$ cat src/rtl/mem_arbiter.sv
// Arbitrates instruction fetch and data load/store onto one single-ported RAM
// with a variable-latency ready handshake, data priority and fetch fairness.
module mem_arbiter #(
    parameter int TIMEOUT = 64,
    parameter int CNT_W   = 7
) (
    input  logic        CLK,
    input  logic        RST,
    input  logic        iREN,
    input  logic        dREN,
    input  logic        dWEN,
    input  logic [31:0] iaddr,
    input  logic [31:0] daddr,
    input  logic [31:0] dstore,
    output logic        ihit,
    output logic        dhit,
    output logic [31:0] iload,
    output logic [31:0] dload,
    output logic        ram_ren,
    output logic        ram_wen,
    output logic [31:0] ram_addr,
    output logic [31:0] ram_store,
    input  logic [31:0] ram_load,
    input  logic        ram_rdy,
    output logic        err,
    output logic [1:0]  dbg_state_o
);

    // Handshake: a strobe (ram_ren/ram_wen) is held with stable address/data
    // until the cycle ram_rdy=1 is seen; that cycle completes the access.
    // Requests are levels held by the requester until its one-cycle hit.
    typedef enum logic [1:0] {
        IDLE = 2'd0,
        DACC = 2'd1,
        IACC = 2'd2,
        HIT  = 2'd3
    } state_t;

    localparam logic [CNT_W-1:0] CNT_LAST = CNT_W'(TIMEOUT - 1);

    state_t             state_q, state_d;
    logic [CNT_W-1:0]   cnt_q, cnt_d;
    logic               ifair_q, ifair_d;
    logic               err_q, err_d;
    logic               sel_data_q, sel_data_d;
    logic               op_write_q, op_write_d;
    logic [31:0]        addr_q, addr_d;
    logic [31:0]        store_q, store_d;
    logic [31:0]        iload_q, iload_d;
    logic [31:0]        dload_q, dload_d;

    logic d_req;
    assign d_req = dREN | dWEN;

    always_ff @(posedge CLK) begin
        if (RST) begin
            state_q    <= IDLE;
            cnt_q      <= '0;
            ifair_q    <= 1'b0;
            err_q      <= 1'b0;
            sel_data_q <= 1'b0;
            op_write_q <= 1'b0;
            addr_q     <= '0;
            store_q    <= '0;
            iload_q    <= '0;
            dload_q    <= '0;
        end else begin
            state_q    <= state_d;
            cnt_q      <= cnt_d;
            ifair_q    <= ifair_d;
            err_q      <= err_d;
            sel_data_q <= sel_data_d;
            op_write_q <= op_write_d;
            addr_q     <= addr_d;
            store_q    <= store_d;
            iload_q    <= iload_d;
            dload_q    <= dload_d;
        end
    end

    always_comb begin
        state_d    = state_q;
        cnt_d      = cnt_q;
        ifair_d    = ifair_q;
        err_d      = err_q;
        sel_data_d = sel_data_q;
        op_write_d = op_write_q;
        addr_d     = addr_q;
        store_d    = store_q;
        iload_d    = iload_q;
        dload_d    = dload_q;

        case (state_q)
            IDLE: begin
                // A pending fetch wins once after a data access it waited on.
                if (d_req && !(ifair_q && iREN)) begin
                    state_d    = DACC;
                    sel_data_d = 1'b1;
                    op_write_d = dWEN;
                    addr_d     = daddr;
                    store_d    = dstore;
                    cnt_d      = '0;
                end else if (iREN) begin
                    state_d    = IACC;
                    sel_data_d = 1'b0;
                    op_write_d = 1'b0;
                    addr_d     = iaddr;
                    cnt_d      = '0;
                end
            end
            DACC, IACC: begin
                if (ram_rdy) begin
                    state_d = HIT;
                    if (state_q == IACC) begin
                        iload_d = ram_load;
                        ifair_d = 1'b0;
                    end else begin
                        if (!op_write_q) dload_d = ram_load;
                        if (iREN)        ifair_d = 1'b1;
                    end
                end else if (cnt_q == CNT_LAST) begin
                    err_d   = 1'b1;
                    state_d = IDLE;
                end else begin
                    cnt_d = cnt_q + 1'b1;
                end
            end
            HIT: begin
                state_d = IDLE;
            end
            default: begin
                state_d = IDLE;
            end
        endcase
    end

    // A withdrawn request suppresses its hit; the loaded data is kept anyway.
    assign ihit        = (state_q == HIT) && !sel_data_q && iREN;
    assign dhit        = (state_q == HIT) &&  sel_data_q && d_req;
    assign ram_ren     = (state_q == IACC) || ((state_q == DACC) && !op_write_q);
    assign ram_wen     = (state_q == DACC) && op_write_q;
    assign ram_addr    = addr_q;
    assign ram_store   = store_q;
    assign iload       = iload_q;
    assign dload       = dload_q;
    assign err         = err_q;
    assign dbg_state_o = state_q;

endmodule

$ cat config.mk
export PLATFORM = sky130hd
export DESIGN_NAME = mem_arbiter
export DESIGN_NICKNAME = d
export VERILOG_FILES = /design/src/rtl/mem_arbiter.sv
export SDC_FILE = /design/constraint.sdc
export NUM_CORES = 1
export LEC_CHECK = 0
export CAP_MARGIN = 5
export CORE_MARGIN = 3
export CORE_UTILIZATION = 29
export DETAILED_ROUTE_END_ITERATION = 8
export PLACE_DENSITY = 0.72
export SETUP_SLACK_MARGIN = 0.3
export SLEW_MARGIN = 20
export SYNTH_ARGS = -nofsm -noshare
export SYNTH_HDL_FRONTEND = slang
export SYNTH_SLANG_ARGS = --single-unit
$ cat constraint.sdc
create_clock -name CLK -period 3.35 [get_ports CLK]
set_input_delay 0.67 -clock CLK [delete_from_list [all_inputs] [get_ports CLK]]
set_output_delay 0.67 -clock CLK [all_outputs]
set_load 0.02 [all_outputs]
Word level (Yosys, flattened, before mapping). Index checks and enable logic that the tools add are counted.

$add $sub $neg: 1. Equal/unequal tests: 8. Mux-type cells: 17. Bitwise gates (word level): 4. Reduce and logical (&&, ||, !) cells: 25.

Operators by type and width (count): 32-bit two-way mux (2); 7-bit two-way mux (4); 7-bit case mux with 2 select lines (1); 3-bit AND reduction (3); 1-bit logical AND (8); 2-bit two-way mux (4); 4-bit AND reduction (2); 7-bit by 1-bit adder with 7-bit output (second input constant) (1); 7-bit by 6-bit == test with 1-bit output (second input constant) (1); 3-bit != test (second input constant) (2); 2-bit case mux with 3 select lines (1); 2-bit AND reduction (3); 2-bit nonzero test (3); 1-bit two-way mux (5); 2-bit == test (second input constant) (2); 2-bit != test (second input constant) (2); 1-bit zero test (3); 1-bit inverter (3); 2-bit by 1-bit == test with 1-bit output (second input constant) (1); 2-bit zero test (1); 2-bit OR reduction (1); 1-bit logical OR (1); 1-bit bitwise OR (1).

Bits in registers: 141. Output and inout port bits: 135. Word-level logic and storage cells: 65.

Logic depth before layout (Yosys ltp). Gate-level depths: netlist of run 1.

Depth in word-level cells: 5. Mapped depth: 9. Gate-level depth less buffers: 6.

Least setup slack after synthesis of run 1. Ideal clock, no wire load.

Path type: register to register. From: reg state_q[0], in the netlist dbg_state_o[0]. To: reg dload_q[10], in the netlist dload[10]. Setup time: 0.132 ns. Arrival time: 1.843 ns. Slack: 1.375 ns. Stages on the path, launching flop included: 10. Buffers on the path: 3. Cells stage by stage: dfxtp_1 -> inv_1 -> ha_1 -> buf_2 -> nand2_1 -> or3_1 -> clkbuf_1 -> clkbuf_1 -> nand2_1 -> a21oi_1.

Cells in the longest elaborated chain, start to end: 3. Elaborated cells between the ends (all ways): 5. Those cells by class: eq/ne: 2; bitwise: 1; reduce/logical: 2.

RTL lines: start, declared (RTL line 41) `state_t state_q, state_d;`; start signal, assigned (RTL line 68) `state_q <= state_d;`; 2-bit == test / 2-bit by 1-bit == test with 1-bit output (equally long branches) (RTL line 93, 114); 2-bit OR reduction / 1-bit inverter (equally long branches); 4-bit AND reduction (no source line) *; end signal, assigned (RTL line 77) `dload_q <= dload_d;`; end, declared (RTL line 50) `logic [31:0] dload_q, dload_d;`.

Every way passes the cells marked *; elsewhere a longest branch is shown, timed or not. A chain may end at the register's enable or synchronous reset.

Final worst setup path of run 1.
From: in dWEN. To: out dhit.

Cells in the longest elaborated chain, start to end: 2.

RTL lines: start, declared (RTL line 11) `input logic dWEN,`; 1-bit bitwise OR (RTL line 53) `assign d_req = dREN | dWEN;`; 1-bit logical AND (RTL line 139) `assign dhit = (state_q == HIT) && sel_data_q && d_req;`; end, declared (RTL line 16) `output logic dhit,`.

Every way passes these cells.

==> results of run 1 <==
## final cells by class
type | instances | area, sq um
Timing Repair Buffer | 279 | 2800
Clock buffer | 19 | 442.9
Fill cell | 1728 | 9265
Clock inverter | 13 | 212.7
Multi-Input combinational cell | 458 | 2415
Sequential cell | 141 | 2823
Antenna cell | 1 | 2.502
Tap cell | 229 | 286.5
Inverter | 6 | 22.52
## logic make-up (layout without fill, tap and decap cells)
kind of cell | Yosys count | after routing
AND/OR/NAND/NOR | 263 | 263
other | 0 | 1
AO/OA/AOI/OAI | 158 | 158
buffers and inverters | 56 | 317
multiplexers | 32 | 32
flip-flops | 141 | 141
adder cells (fa/ha/maj) | 5 | 5
## layer usage
layer,vias up,share of wire,global-route usage
met3,15,0.053,0.04093
met1,2487,0.44,0.2017
met2,149,0.49,0.2712
li1,2714,-,-
met5,-,0,0
met4,0,0.014,0.05500
## power by group through the flow
stage          clock network (mW)  registers [mW]  logic, mW
6_report                     2.08            2.31       3.08
5_1_grt                      2.21            2.36       3.34
4_1_cts                      2.14            2.31       3.11
3_5_place_dp                    0            2.35       3.10
3_3_place_gp                    0            2.33       3.07
2_1_floorplan                   0            2.80       1.30
## per-stage QoR
stage | cells | area [sq um] | utilization
2_1_floorplan | 655 | 5480 | -
3_3_place_gp | 1113 | 8347 | 0.4569
4_1_cts | 1145 | 9002 | 0.4927
6_report | 1146 | 9005 | 0.4929
3_5_place_dp | 1113 | 8347 | 0.4569
5_1_grt | 1146 | 9005 | 0.4929
## final timing paths
| kind | slack (ns) | endpoint | cells after the start |
|---|---|---|---|
| worst max-delay path | 0.55 | dhit | 3 |
| worst min-delay path | 0.45 | dload[18] | 2 |
| worst min register to register | 0.45 | dload[18] | 2 |
| worst max register to register | 1.07 | dload[19] | 7 |
## layout by cell type (no fill, tap or decap), types with 2 or more instances in the layout
master           synthesis  layout
and3_1                   2       2
nand2_1                202     202
mux2i_1                 32      32
a21o_1                   2       2
a221oi_1                 2       2
inv_1                    6       6
buf_12                   0       3
and2_1                   4       4
clkbuf_16                0      17
nand3_1                  3       3
or3_1                    2       2
clkdlybuf4s50_1          0     267
clkinvlp_4               0       3
ha_1                     5       5
bufinv_16                0       5
nand4_1                  2       2
clkinv_4                 0       3
a211oi_1                33      33
o21ai_0                  3       3
a31oi_1                  5       5
a21oi_1                104     104
a311oi_1                 2       2
nand2b_1                 3       3
dfxtp_1                141     141
nor2_1                  38      38
buf_4                    3       9
## flip-flops by register name (all words and copies together) (netlist names), 2 cells and up
name / count
dbg_state_o: 2
cnt_q: 7
iload: 32
ram_addr: 32
ram_store: 32
dload: 32
## worst max-delay path, delay by kind of cell
family | cells | cell delay (ns)
compound gates | 1 | 0.21
buf+inv | 2 | 1.25
==> results.yml, run 1 <==
run_status:
  status: "completed"
worst_setup_path:
  endpoint_kind: "output pin"
  worstPathArrival_ns: 2.13
  critPathKind: "primary input to output pin"
  start_kind: "primary input"
  critPathMostFrequentCell: "clkdlybuf4s50_1"
  crit_path_start: "dWEN"
  crit_fanout: 5
  crit_slowest_cell: "clkdlybuf4s50_1"
  timing.rr.start: "dbg_state_o[1]"
  required_ns: 2.68
  cp_slowest_stage_delay_ns: 0.65
  crit_chain: "clkdlybuf4s50_1, o211a_1, clkdlybuf4s50_1"
clocking:
  htreeDepth: 4
  clock_path_buffers: 2
  post_cts_buffers: 0
  numClockSinks: 141
  cts-root-buf: "clkbuf_16"
  cts_hold_repair.buffers: 0
  clk_latency_ns: 0.41
  cts_tree: "yes"
  cts_resized: 0
  cts_buffers: 17
  cts.clk_slew.worst_paths_ns: 0.06
floorplan:
  dieArea_sq_um: 20580
  die_w_um: 143.5
  die_height_um: 143.5
  num_rows: 49
  start_util: 0.3000
  io_pins: 269
  core_sq_um: 18270
synth:
  synth_xor_area_frac: 0
  synth-compound-area-share: 0.1724
  synth_top_family_by_area: "simple AND/OR/NAND/NOR gates"
  synth_area_leader_cell: "dfxtp_1"
  yosysSeqAreaShare: 0.5151
  synth_area_leaders: "dfxtp_1, nand2_1, a21oi_1"
  synth-simple-area-share: 0.1970
  synth_top_cell_area_share: 0.5151
  synth_most_common_cell: "nand2_1"
  synth_mux_area_frac: 0.05845
  yosys.cell_types.count: 39
  ys_warn_count: 0
  postSynthCellCount: 655
  synth_fa_ha_area_frac: 0.01142
  synthArstFlopShare: 0
  netlist_area_sq_um: 5480
  avgSynthCellArea_sq_um: 8.367
  synth_common_cells: "nand2_1, dfxtp_1, a21oi_1"
  ys_seq_elements: 141
  synth_nets: 794
  synth_edf_count: 0
  ys.flop_type: "dfxtp_1"
power:
  p_switching_mw: 2.717
  p_total_mw: 7.475
  ir_drop_mv: 0.3438
  switching_share: 0.3635
  p_leak_nw: 3.395
  pwr-share-seq: 0.309
  intPower_mw: 4.758
  p_per_area_nw_per_um2: 830.1
  pwr-share-clk: 0.279
  power_frac_comb: 0.412
detailed_routing:
  first_pass_iters: 4
  wl_per_cell_um: 15.05
  vias: 5365
  drt-vias-per-instance: 4.682
  first_iter_violations: 219
  routed_wl_um: 17250
  drc: 0
  ant_nets: 0
global_route:
  grt_overflow: 0
  grt_pass1_vias: 4991
  grt_pass1_wl_um: 26410
  antenna_found_initial: 1
  grt_max_degree: 72
  grt_usage: 0.1613
finish:
  syn_to_final_growth_pct: 64.32
  nNetsFinal: 1042
  final_layout_size_suffix_gt1_frac: 0.05459
worst_hold_path:
  hold_path_class: "flip-flop to flip-flop"
  hold_start: "dload[18]"
timing:
  fin_crit_sh: 0.8354
  rsz0062_at_grt: "false"
  fin_skew_ns: 0.006410
  maxSlewViolCount: 0
  hold_slack_ns: 0.4511
  period_needed_ns: 2.799
  max_slew_margin: 0.5937
  setup_viol: 0
  timing.fmax_mhz: 357.3
  fin_ws_ns: 0.5514
  tightest_slew_ns: 0.6073
  finalHoldViolations: 0
  setup-tns-final_ns: 0
place:
  gp_congestion: 0.7713
  hpwl_um: 12330
  io_buffers: 268
  dpl_worst_slack_ns: 0.5528
flow_run:
  maxCapViolCount: 0
Note: power is estimated with default switching activity, not from simulation.
==> run 2, diff against run 1 <==
==> constraint.sdc (replaced) <==
create_clock -name CLK -period 2.9 [get_ports CLK]
set_input_delay 0.58 -clock CLK [delete_from_list [all_inputs] [get_ports CLK]]
set_output_delay 0.58 -clock CLK [all_outputs]
set_load 0.02 [all_outputs]
==> results.yml, run 2 (synthesis results as in run 1) <==
run_status:
  status: "completed"
power:
  ir_drop_mv: 0.4246
  p_leak_nw: 3.391
  p_per_area_nw_per_um2: 943.0
finish:
  syn_to_final_growth_pct: 64.20
  layout_common_cells: "clkdlybuf4s50_1, nand2_1, dfxtp_1, a21oi_1, nor2_1"
  multi_input_area_sq_um: 2417
  nNetsFinal: 1046
  final_layout_size_suffix_gt1_frac: 0.06087
  fin_util: 0.4925
  fillers: 1772
  mostFrequentLayoutCell: "clkdlybuf4s50_1"
  register_area_sq_um: 2823
  stdcell_count: 1150
floorplan:
  die_height_um: 143.5
  start_util: 0.3000
  core_sq_um: 18270
  die_w_um: 143.5
  io_pins: 269
  dieArea_sq_um: 20580
  num_rows: 49
timing:
  period_needed_ns: 2.459
  rsz0062_at_grt: "false"
  max_slew_margin: 0.6862
  finalHoldViolations: 0
  fin_crit_sh: 0.8478
  fin_skew_ns: 0.006278
  setup-tns-final_ns: 0
  timing.fmax_mhz: 406.7
  tightest_slew_ns: 0.4707
  setup_viol: 0
  maxSlewViolCount: 0
  fin_ws_ns: 0.4414
worst_setup_path:
  critPathKind: "flip-flop to output pin"
  r2r_end: "cnt_q[4]"
  endpoint_kind: "output pin"
  worstPathArrival_ns: 1.88
  r2r_slack_ns: 0.94
  crit_slowest_cell: "clkdlybuf4s50_1"
  crit_chain: "inv_1, ha_2, a21o_1, clkdlybuf4s50_1"
  crit_path_start: "dbg_state_o[0]"
  cp_slowest_stage_delay_ns: 0.62
  start_kind: "flip-flop"
  crit_fanout: 6
  crit_cells: 4
  timing.rr.start: "dbg_state_o[0]"
  critical_path_buf_inv_count: 2
  cp-endpoint: "ram_ren"
  cp_top_family: "buffers and inverters"
  reg2reg_depth: 6
  required_ns: 2.32
detailed_routing:
  wl_per_cell_um: 14.64
  ant_nets: 0
  first_pass_iters: 4
  routed_wl_um: 16840
  drt-vias-per-instance: 4.653
  first_iter_violations: 183
  vias: 5351
  drc: 0
clocking:
  cts_buffers: 17
  cts_tree: "yes"
  clk_latency_ns: 0.42
  cts_hold_repair.buffers: 0
  cts-root-buf: "clkbuf_16"
  clock_path_buffers: 2
  htreeDepth: 4
  cts.clk_slew.worst_paths_ns: 0.06
  numClockSinks: 141
global_route:
  grt_usage: 0.1587
  grt_overflow: 0
  grt_pass1_vias: 5054
  grt_max_degree: 72
  grt_pass1_wl_um: 25830
  antenna_found_initial: 0
place:
  dpl.cell_count: 1117
  dpl_worst_slack_ns: 0.5030
  gp_congestion: 0.7491
  hpwl_um: 12060
  io_buffers: 268
worst_hold_path:
  hold_start: "ram_store[17]"
  hold_path_class: "flip-flop to flip-flop"
flow_run:
  maxCapViolCount: 0
[run 2: cell types whose count changed in the layout (fill, tap and decap cells not counted), sizes merged]
cell	before	now
clkinvlp	3	5
clkinv	4	3
buf	12	16
bufinv	5	3
inv	7	8
[run 2: per-layer routing]
| metal | up-vias | share of wire | track usage | wire length, um |
|---|---|---|---|---|
| li1 | 2721 | - | - | - |
| met1 | 2441 | 0.42 | 0.1895 | 7151 |
| met2 | 169 | 0.50 | 0.2727 | 8340 |
| met3 | 20 | 0.061 | 0.04393 | 1029 |
| met4 | 0 | 0.019 | 0.05897 | 319 |
| met5 | - | 0 | 0 | 0 |
[run 2: area by class of cell]
type                            count  area share
Multi-Input combinational cell    458      0.2686
Sequential cell                   141      0.3137
Tap cell                          229     0.03184
Antenna cell                        1   0.0002781
Inverter                            6    0.002503
Clock inverter                     13     0.01821
Timing Repair Buffer              283      0.3145
Clock buffer                       19     0.05033
[run 2: worst register-to-register path: cells and delay by family, from the launching register on]
family / cells / cell delay [ns]
fa+ha+maj: 1 / 0.37
simple gates: 2 / 0.60
flops: 1 / 0.38
compound gates: 2 / 0.41
buf+inv: 1 / 0.09
[run 2: stage by stage]
step | power, mW | area (sq um) | hold slack (ns)
global placement | 6.251 | 8377 | 0.4403
floorplan | 4.741 | 5480 | 0.4268
detailed placement | 6.294 | 8377 | 0.4456
finish | 8.485 | 8999 | 0.4508
CTS | 8.605 | 8994 | 0.4538
global route | 9.008 | 8996 | 0.4692
[run 2: repair_timing]
item                       4_1_cts  5_1_grt
gates resized for setup          0        1
setup endpoints to repair        0        1
hold endpoints to repair         0        0
setup buffers                    0        0
[run 2: worst min path at each step]
stage / to / slack [ns] / depth (start not counted)
after CTS: ram_store[31] / 0.45 / 2
final: ram_store[17] / 0.45 / 2
after detailed placement: ram_store[31] / 0.45 / 2
after global routing: iload[16] / 0.47 / 2
after global placement: cnt_q[6] / 0.44 / 2
after floorplan: cnt_q[6] / 0.43 / 2
[run 2: power by group]
| part | switching, mW | internal, mW |
|---|---|---|
| sequential | 0.249 | 2.41 |
| clock | 0.863 | 1.40 |
| combinational | 2.01 | 1.54 |
| total | 3.12 | 5.36 |
